### src/rtl/booth_arb_pkg.sv
// Shared types and constants for the Booth multiplier arbiter: tag layout,
// id-width helper and tag reset values.
package booth_arb_pkg;

   function automatic int id_width(input int n);
      return (n <= 1) ? 1 : $clog2(n);
   endfunction

   // Tag id field is sized for up to 256 requesters; the top uses the low bits.
   localparam int TAG_ID_W = 8;

   typedef struct packed {
      logic                valid;
      logic [TAG_ID_W-1:0] id;
   } tag_t;

   localparam logic                TAG_VALID_RST = 1'b0;
   localparam logic [TAG_ID_W-1:0] TAG_ID_RST    = '0;
   localparam tag_t                TAG_RST       = '{valid: TAG_VALID_RST, id: TAG_ID_RST};

endpackage

### src/rtl/booth_mul_arbiter_rr_arbiter.sv
// Requester arbiter: one-hot grant plus encoded id, round-robin by default,
// fixed priority (index 0 highest) when BOOTH_ARB_FIXED_PRIO_EN is defined.
module rr_arbiter
   import booth_arb_pkg::*;
#(
   parameter  int NREQ = 4,
   localparam int ID_W = id_width(NREQ)
) (
   input  logic            clk,
   input  logic            rst,
   input  logic [NREQ-1:0] i_req,
   output logic [NREQ-1:0] o_gnt,
   output logic [ID_W-1:0] o_gnt_id
);

   logic [NREQ-1:0] w_req;
   logic            w_found;

   // No grant is issued while reset is asserted.
   assign w_req = rst ? i_req : '0;

`ifdef BOOTH_ARB_FIXED_PRIO_EN

   always_comb begin
      o_gnt    = '0;
      o_gnt_id = '0;
      w_found  = 1'b0;
      for (int k = 0; k < NREQ; k++) begin
         if (!w_found && w_req[k]) begin
            w_found  = 1'b1;
            o_gnt[k] = 1'b1;
            o_gnt_id = ID_W'(k);
         end
      end
   end

`else

   logic [ID_W-1:0] r_ptr;

   always_comb begin : p_pick
      int v_idx;
      o_gnt    = '0;
      o_gnt_id = '0;
      w_found  = 1'b0;
      v_idx    = 0;
      for (int k = 0; k < NREQ; k++) begin
         v_idx = int'(r_ptr) + k;
         if (v_idx >= NREQ) v_idx = v_idx - NREQ;
         if (!w_found && w_req[v_idx[ID_W-1:0]]) begin
            w_found                 = 1'b1;
            o_gnt[v_idx[ID_W-1:0]] = 1'b1;
            o_gnt_id                = v_idx[ID_W-1:0];
         end
      end
   end

   always_ff @(posedge clk) begin
      if (!rst) begin
         r_ptr <= '0;
      end else if (w_found) begin
         r_ptr <= (int'(o_gnt_id) == NREQ-1) ? '0 : o_gnt_id + 1'b1;
      end
   end

`endif

endmodule

### src/rtl/booth_mul_arbiter.sv
// Shares one fixed-latency multiplier among NREQ requesters and routes each
// product back by id; arbitration mode selected by BOOTH_ARB_FIXED_PRIO_EN.
module booth_mul_arbiter
   import booth_arb_pkg::*;
#(
   parameter  int N       = 16,
   parameter  int NREQ    = 4,
   parameter  int MUL_LAT = 2,
   localparam int ID_W    = id_width(NREQ)
) (
   input  logic              clk,
   input  logic              rst,
   input  logic [NREQ-1:0]   req_valid,
   output logic [NREQ-1:0]   req_ready,
   input  logic [NREQ*N-1:0] req_a,
   input  logic [NREQ*N-1:0] req_b,
   output logic [N-1:0]      mul_a,
   output logic [N-1:0]      mul_b,
   input  logic [2*N-1:0]    mul_prod,
   output logic [NREQ-1:0]   rsp_valid,
   output logic [2*N-1:0]    rsp_prod,
   output logic [ID_W-1:0]   rsp_id,
   output logic              busy
);

   logic [NREQ-1:0] w_gnt;
   logic [ID_W-1:0] w_gnt_id;
   logic            w_any_gnt;
   tag_t            r_tag [MUL_LAT];
   tag_t            w_last;
   logic            w_rsp_vld;
   logic [ID_W-1:0] w_rsp_id;
   logic            w_tag_any;
   logic            w_unused_id;

   rr_arbiter #(.NREQ(NREQ)) u_arb (
      .clk      (clk),
      .rst      (rst),
      .i_req    (req_valid),
      .o_gnt    (w_gnt),
      .o_gnt_id (w_gnt_id)
   );

   assign req_ready = w_gnt;
   assign w_any_gnt = |w_gnt;
   assign mul_a     = w_any_gnt ? req_a[w_gnt_id*N +: N] : '0;
   assign mul_b     = w_any_gnt ? req_b[w_gnt_id*N +: N] : '0;

   // Tag stage k mirrors the multiplier's stage k; no stalls, so it shifts every cycle.
   always_ff @(posedge clk) begin
      if (!rst) begin
         for (int i = 0; i < MUL_LAT; i++) r_tag[i] <= TAG_RST;
      end else begin
         r_tag[0] <= '{valid: w_any_gnt, id: TAG_ID_W'(w_gnt_id)};
         for (int i = 1; i < MUL_LAT; i++) r_tag[i] <= r_tag[i-1];
      end
   end

   assign w_last      = r_tag[MUL_LAT-1];
   assign w_rsp_vld   = w_last.valid & rst;
   assign w_rsp_id    = w_last.id[ID_W-1:0];
   assign w_unused_id = ^w_last.id[TAG_ID_W-1:ID_W];

   always_comb begin
      rsp_valid = '0;
      rsp_id    = '0;
      rsp_prod  = '0;
      if (w_rsp_vld) begin
         rsp_valid[w_rsp_id] = 1'b1;
         rsp_id              = w_rsp_id;
         rsp_prod            = mul_prod;
      end
   end

   always_comb begin
      w_tag_any = 1'b0;
      for (int i = 0; i < MUL_LAT; i++) w_tag_any = w_tag_any | r_tag[i].valid;
   end

   assign busy = rst & (w_tag_any | (|req_valid));

endmodule
### config.mk
export PLATFORM = sky130hd
export DESIGN_NAME = booth_mul_arbiter
export DESIGN_NICKNAME = d
export VERILOG_FILES = /design/src/rtl/booth_arb_pkg.sv /design/src/rtl/booth_mul_arbiter_rr_arbiter.sv /design/src/rtl/booth_mul_arbiter.sv
export SDC_FILE = /design/constraint.sdc
export NUM_CORES = 1
export LEC_CHECK = 0
export ABC_AREA = 1
export CAP_MARGIN = 10
export CORE_ASPECT_RATIO = 1.2
export CORE_MARGIN = 8
export CORE_UTILIZATION = 30
export DETAILED_ROUTE_END_ITERATION = 7
export GPL_TIMING_DRIVEN = 0
export PLACE_DENSITY = 0.78
export SKIP_LAST_GASP = 1
export SLEW_MARGIN = 20
export SYNTH_ARGS = -nofsm -noshare
export SYNTH_HDL_FRONTEND = slang
export SYNTH_HIERARCHICAL = 1
export SYNTH_SLANG_ARGS = --single-unit
### constraint.sdc
create_clock -name clk -period 3.88 [get_ports clk]
set_input_delay 0.776 -clock clk [delete_from_list [all_inputs] [get_ports clk]]
set_output_delay 0.776 -clock clk [all_outputs]
set_load 0.02 [all_outputs]
==> results.cfg, run 1 <==
[power_and_ir_drop]
clockPowerShare_pct = 1.7
seqPwrFrac_pct = 2.4
comb_power_share_pct = 95.9
p_int_w = 0.00224
cellLeakagePower_nw = 3.02
peakVddDrop_uv = 482
p_sw_share_pct = 60.8
p_per_area_nw_per_um2 = 1070
p_sw_w = 0.00349

[floorplan]
io_pins = 241
die_h_um = 121
start_util_pct = 30.6
die_area_sq_um = 12400
rows = 38
core_sq_um = 8940
die_w_um = 103

[placed_design]
io_buffers = 240
post-dp-hpwl_um = 11600
dp_cells = 945
place.gp.congestion = 0.919
post-place-ws_ns = -0.659

[global_route]
grt_antenna_before_repair = 0
grt_pass1_vias = 4163
grt_max_degree = 14
grt_pass1_wl_um = 20700
grt-ovfl-total = 0
grt_usage_pct = 20.8

[cells_and_area]
n_antenna_cell = 0
fin_nets = 1005
syn_to_final_growth_pct = 95.2
drive_gt1_share_pct = 12.8
fin_cells = 950

[critical_path]
r2r_cells = 15
critPathKind = in2out
end_kind = output port
cp_data_required_time_ns = 3.10
reg2reg_to = r_tag[0][8]
r2r_slack_ns = 1.35
start_kind = input port
arrival_ns = 2.97
critical_path.max_fanout = 10

[timing]
worst_slack_ns = 0.139
period_minus_slack_ns = 3.74
clock_skew_ns = 0.00154
slew_headroom_pct = 81.6
max_freq_mhz = 267
slew_violations = 0
fin_crit_sh_pct = 96.4
hold_violations = 0
worstMarginPinSlew_ns = 0.276
setup_viol = 0

[hold_path]
min_from = r_tag[0][0]
whs_path_depth = 2
hold-path-endpoint = r_tag[0][9]
hp-class = reg2reg

[route]
drt-total-wl_um = 13800
drtPass1Iterations = 7
ant_nets = 0
drc = 0
num_vias = 4228
wl_per_cell_um = 14.5
drt_iter0_drc = 163
vias_per_cell = 4.45

[logic_synthesis]
synth.top_cell.area_share_pct = 24.4
synth_seq_cells = 8
seq_area_frac_synth_pct = 5.85
avgSynthCellArea_sq_um = 4.68
synth_cell_type_count = 28
synth_fp_nets = 758
synthTopCellsByArea = inv_1 (24%), nand2_1 (22%), nand3_1 (15%)
synth_area_sq_um = 2740
yosysTopAreaCell = inv_1
syn_inst = 585
yosysWarnings = 6

[clock_network]
cts-root-buf = clkbuf_8
worstSkewPairLatency_ns = 0.22
clockBufferDepth = 2
clkTransAtPathRegs_ns = 0.04
cts_buffers = 3
cts_sinks = 8
htree_levels = 1
cts_tree = built

[flow_run]
maxCapViolations = 0

[run_status]
status = finished, final reports clean
## layer usage
| metal | track usage, % | routed length, um | share of wire [%] |
|---|---|---|---|
| met5 | 0 | 0 | 0 |
| met4 | 5.71 | 306 | 2.2 |
| met3 | 5.29 | 1150 | 8.4 |
| met2 | 39.2 | 7310 | 53 |
| met1 | 21.8 | 5020 | 36 |
## cells in the mapped netlist (all sizes together)
cell type  instances
a21boi             1
nor2              45
clkinv             1
o2111ai            1
a221oi             2
inv              182
nand3             86
ha                 7
nand4              2
nor3               4
clkbuf             2
o21ai              6
buf               29
dfxtp              8
a21oi             34
and2               1
nand2            174
## power groups by stage
stage,Combinational (W),Sequential [W],Clock [W]
4_1_cts,0.00531,0.000136,0.0000992
3_5_place_dp,0.00560,0.000135,0
2_1_floorplan,0.00330,0.000129,0
6_report,0.00550,0.000138,0.0000954
5_1_grt,0.00596,0.000141,0.000107
3_3_place_gp,0.00551,0.000136,0
## how the worst max path moves through the flow
| stage | endpoint | slack, ns | startpoint | cells after the start |
|---|---|---|---|---|
| after floorplan | mul_b[10] | 0.19 | u_arb/r_ptr[1] | 13 |
| after global placement | mul_a[10] | -0.64 | rst | 14 |
| after detailed placement | mul_a[10] | -0.66 | rst | 18 |
| after CTS | mul_b[6] | -0.08 | req_valid[3] | 17 |
| after global routing | mul_a[14] | -0.006 | req_valid[0] | 18 |
| final | mul_a[2] | 0.14 | req_valid[0] | 16 |
## kinds of logic (layout without fill, tap and decap cells)
logic type               after synthesis  in the layout  share of synthesized area [%]
AND/OR/NAND/NOR                      312            312                           50.3
AO/OA/AOI/OAI                         44             44                           8.69
adder cells (fa/ha/maj)                7              7                           3.20
flip-flops                             8              8                           5.85
buffers and inverters                214            459                           32.0
## worst max-delay path: stages
cell and delay [ns]:
clkdlybuf4s50_1 0.51, nand2_2 0.08, nand2_2 0.07, nand2_2 0.07, nand2_1 0.07, nand2_1 0.07, nand3_1 0.12, inv_2 0.08
a221oi_1 0.25, o21ai_1 0.14, nor2_1 0.09, and2_1 0.14, buf_6 0.14, buf_8 0.14, a21oi_1 0.06, buf_4 0.16
## per-stage QoR
| step | instance area, sq um | power (W) | util, % | hold slack (ns) | setup TNS [ns] |
|---|---|---|---|---|---|
| 5_1_grt | 5340 | 0.00621 | 59.8 | 0.450 | -0.00554 |
| 3_5_place_dp | 5290 | 0.00574 | 59.2 | 0.418 | -18.00 |
| 3_3_place_gp | 5290 | 0.00565 | 59.2 | 0.402 | -16.42 |
| 4_1_cts | 5270 | 0.00554 | 59.0 | 0.426 | -0.431 |
| 6_report | 5340 | 0.00573 | 59.8 | 0.425 | 0 |
| 2_1_floorplan | 2740 | 0.00343 | - | 0.390 | 0 |
## final cells by class
type / instances / area, sq um
sequential: 8 / 163
inverter: 183 / 701
tap: 120 / 150
fill: 910 / 3600
multi-input combinational: 363 / 1740
buffer: 31 / 263
clock buffer: 3 / 41.3
timing repair buffer: 242 / 2290
## cells in the final DEF, fill, tap and decap left out, types with 2 or more instances in the layout
master	netlist	final
a21oi_1	34	32
a21oi_2	0	2
buf_2	20	32
buf_4	6	16
buf_6	2	9
buf_8	0	4
clkbuf_2	0	4
clkbuf_8	0	3
clkdlybuf4s50_1	0	204
dfxtp_1	8	6
dfxtp_2	0	2
dlymetal6s2s_1	0	3
ha_1	7	6
inv_1	178	176
inv_2	3	4
nand2_1	159	157
nand2_2	12	14
nand2_4	3	3
nand3_1	81	81
nand3_2	5	5
nand4_1	2	2
nor2_1	44	44
nor3_1	4	4
o21ai_0	3	2
o21ai_1	2	3
## repair_timing
item                       4_1_cts  5_1_grt
buffers inserted                 1        1
gates resized for setup        136       50
pin swaps                        0        2
hold buffers                     0        0
setup endpoints to repair       32       32
(Power assumes the default switching activity.)
==> inputs of run 2 (changes only) <==
- HOLD_SLACK_MARGIN: not set -> 0.06
==> results of run 2 <==
Final layout, timing and power as in run 1 (identical DEF).
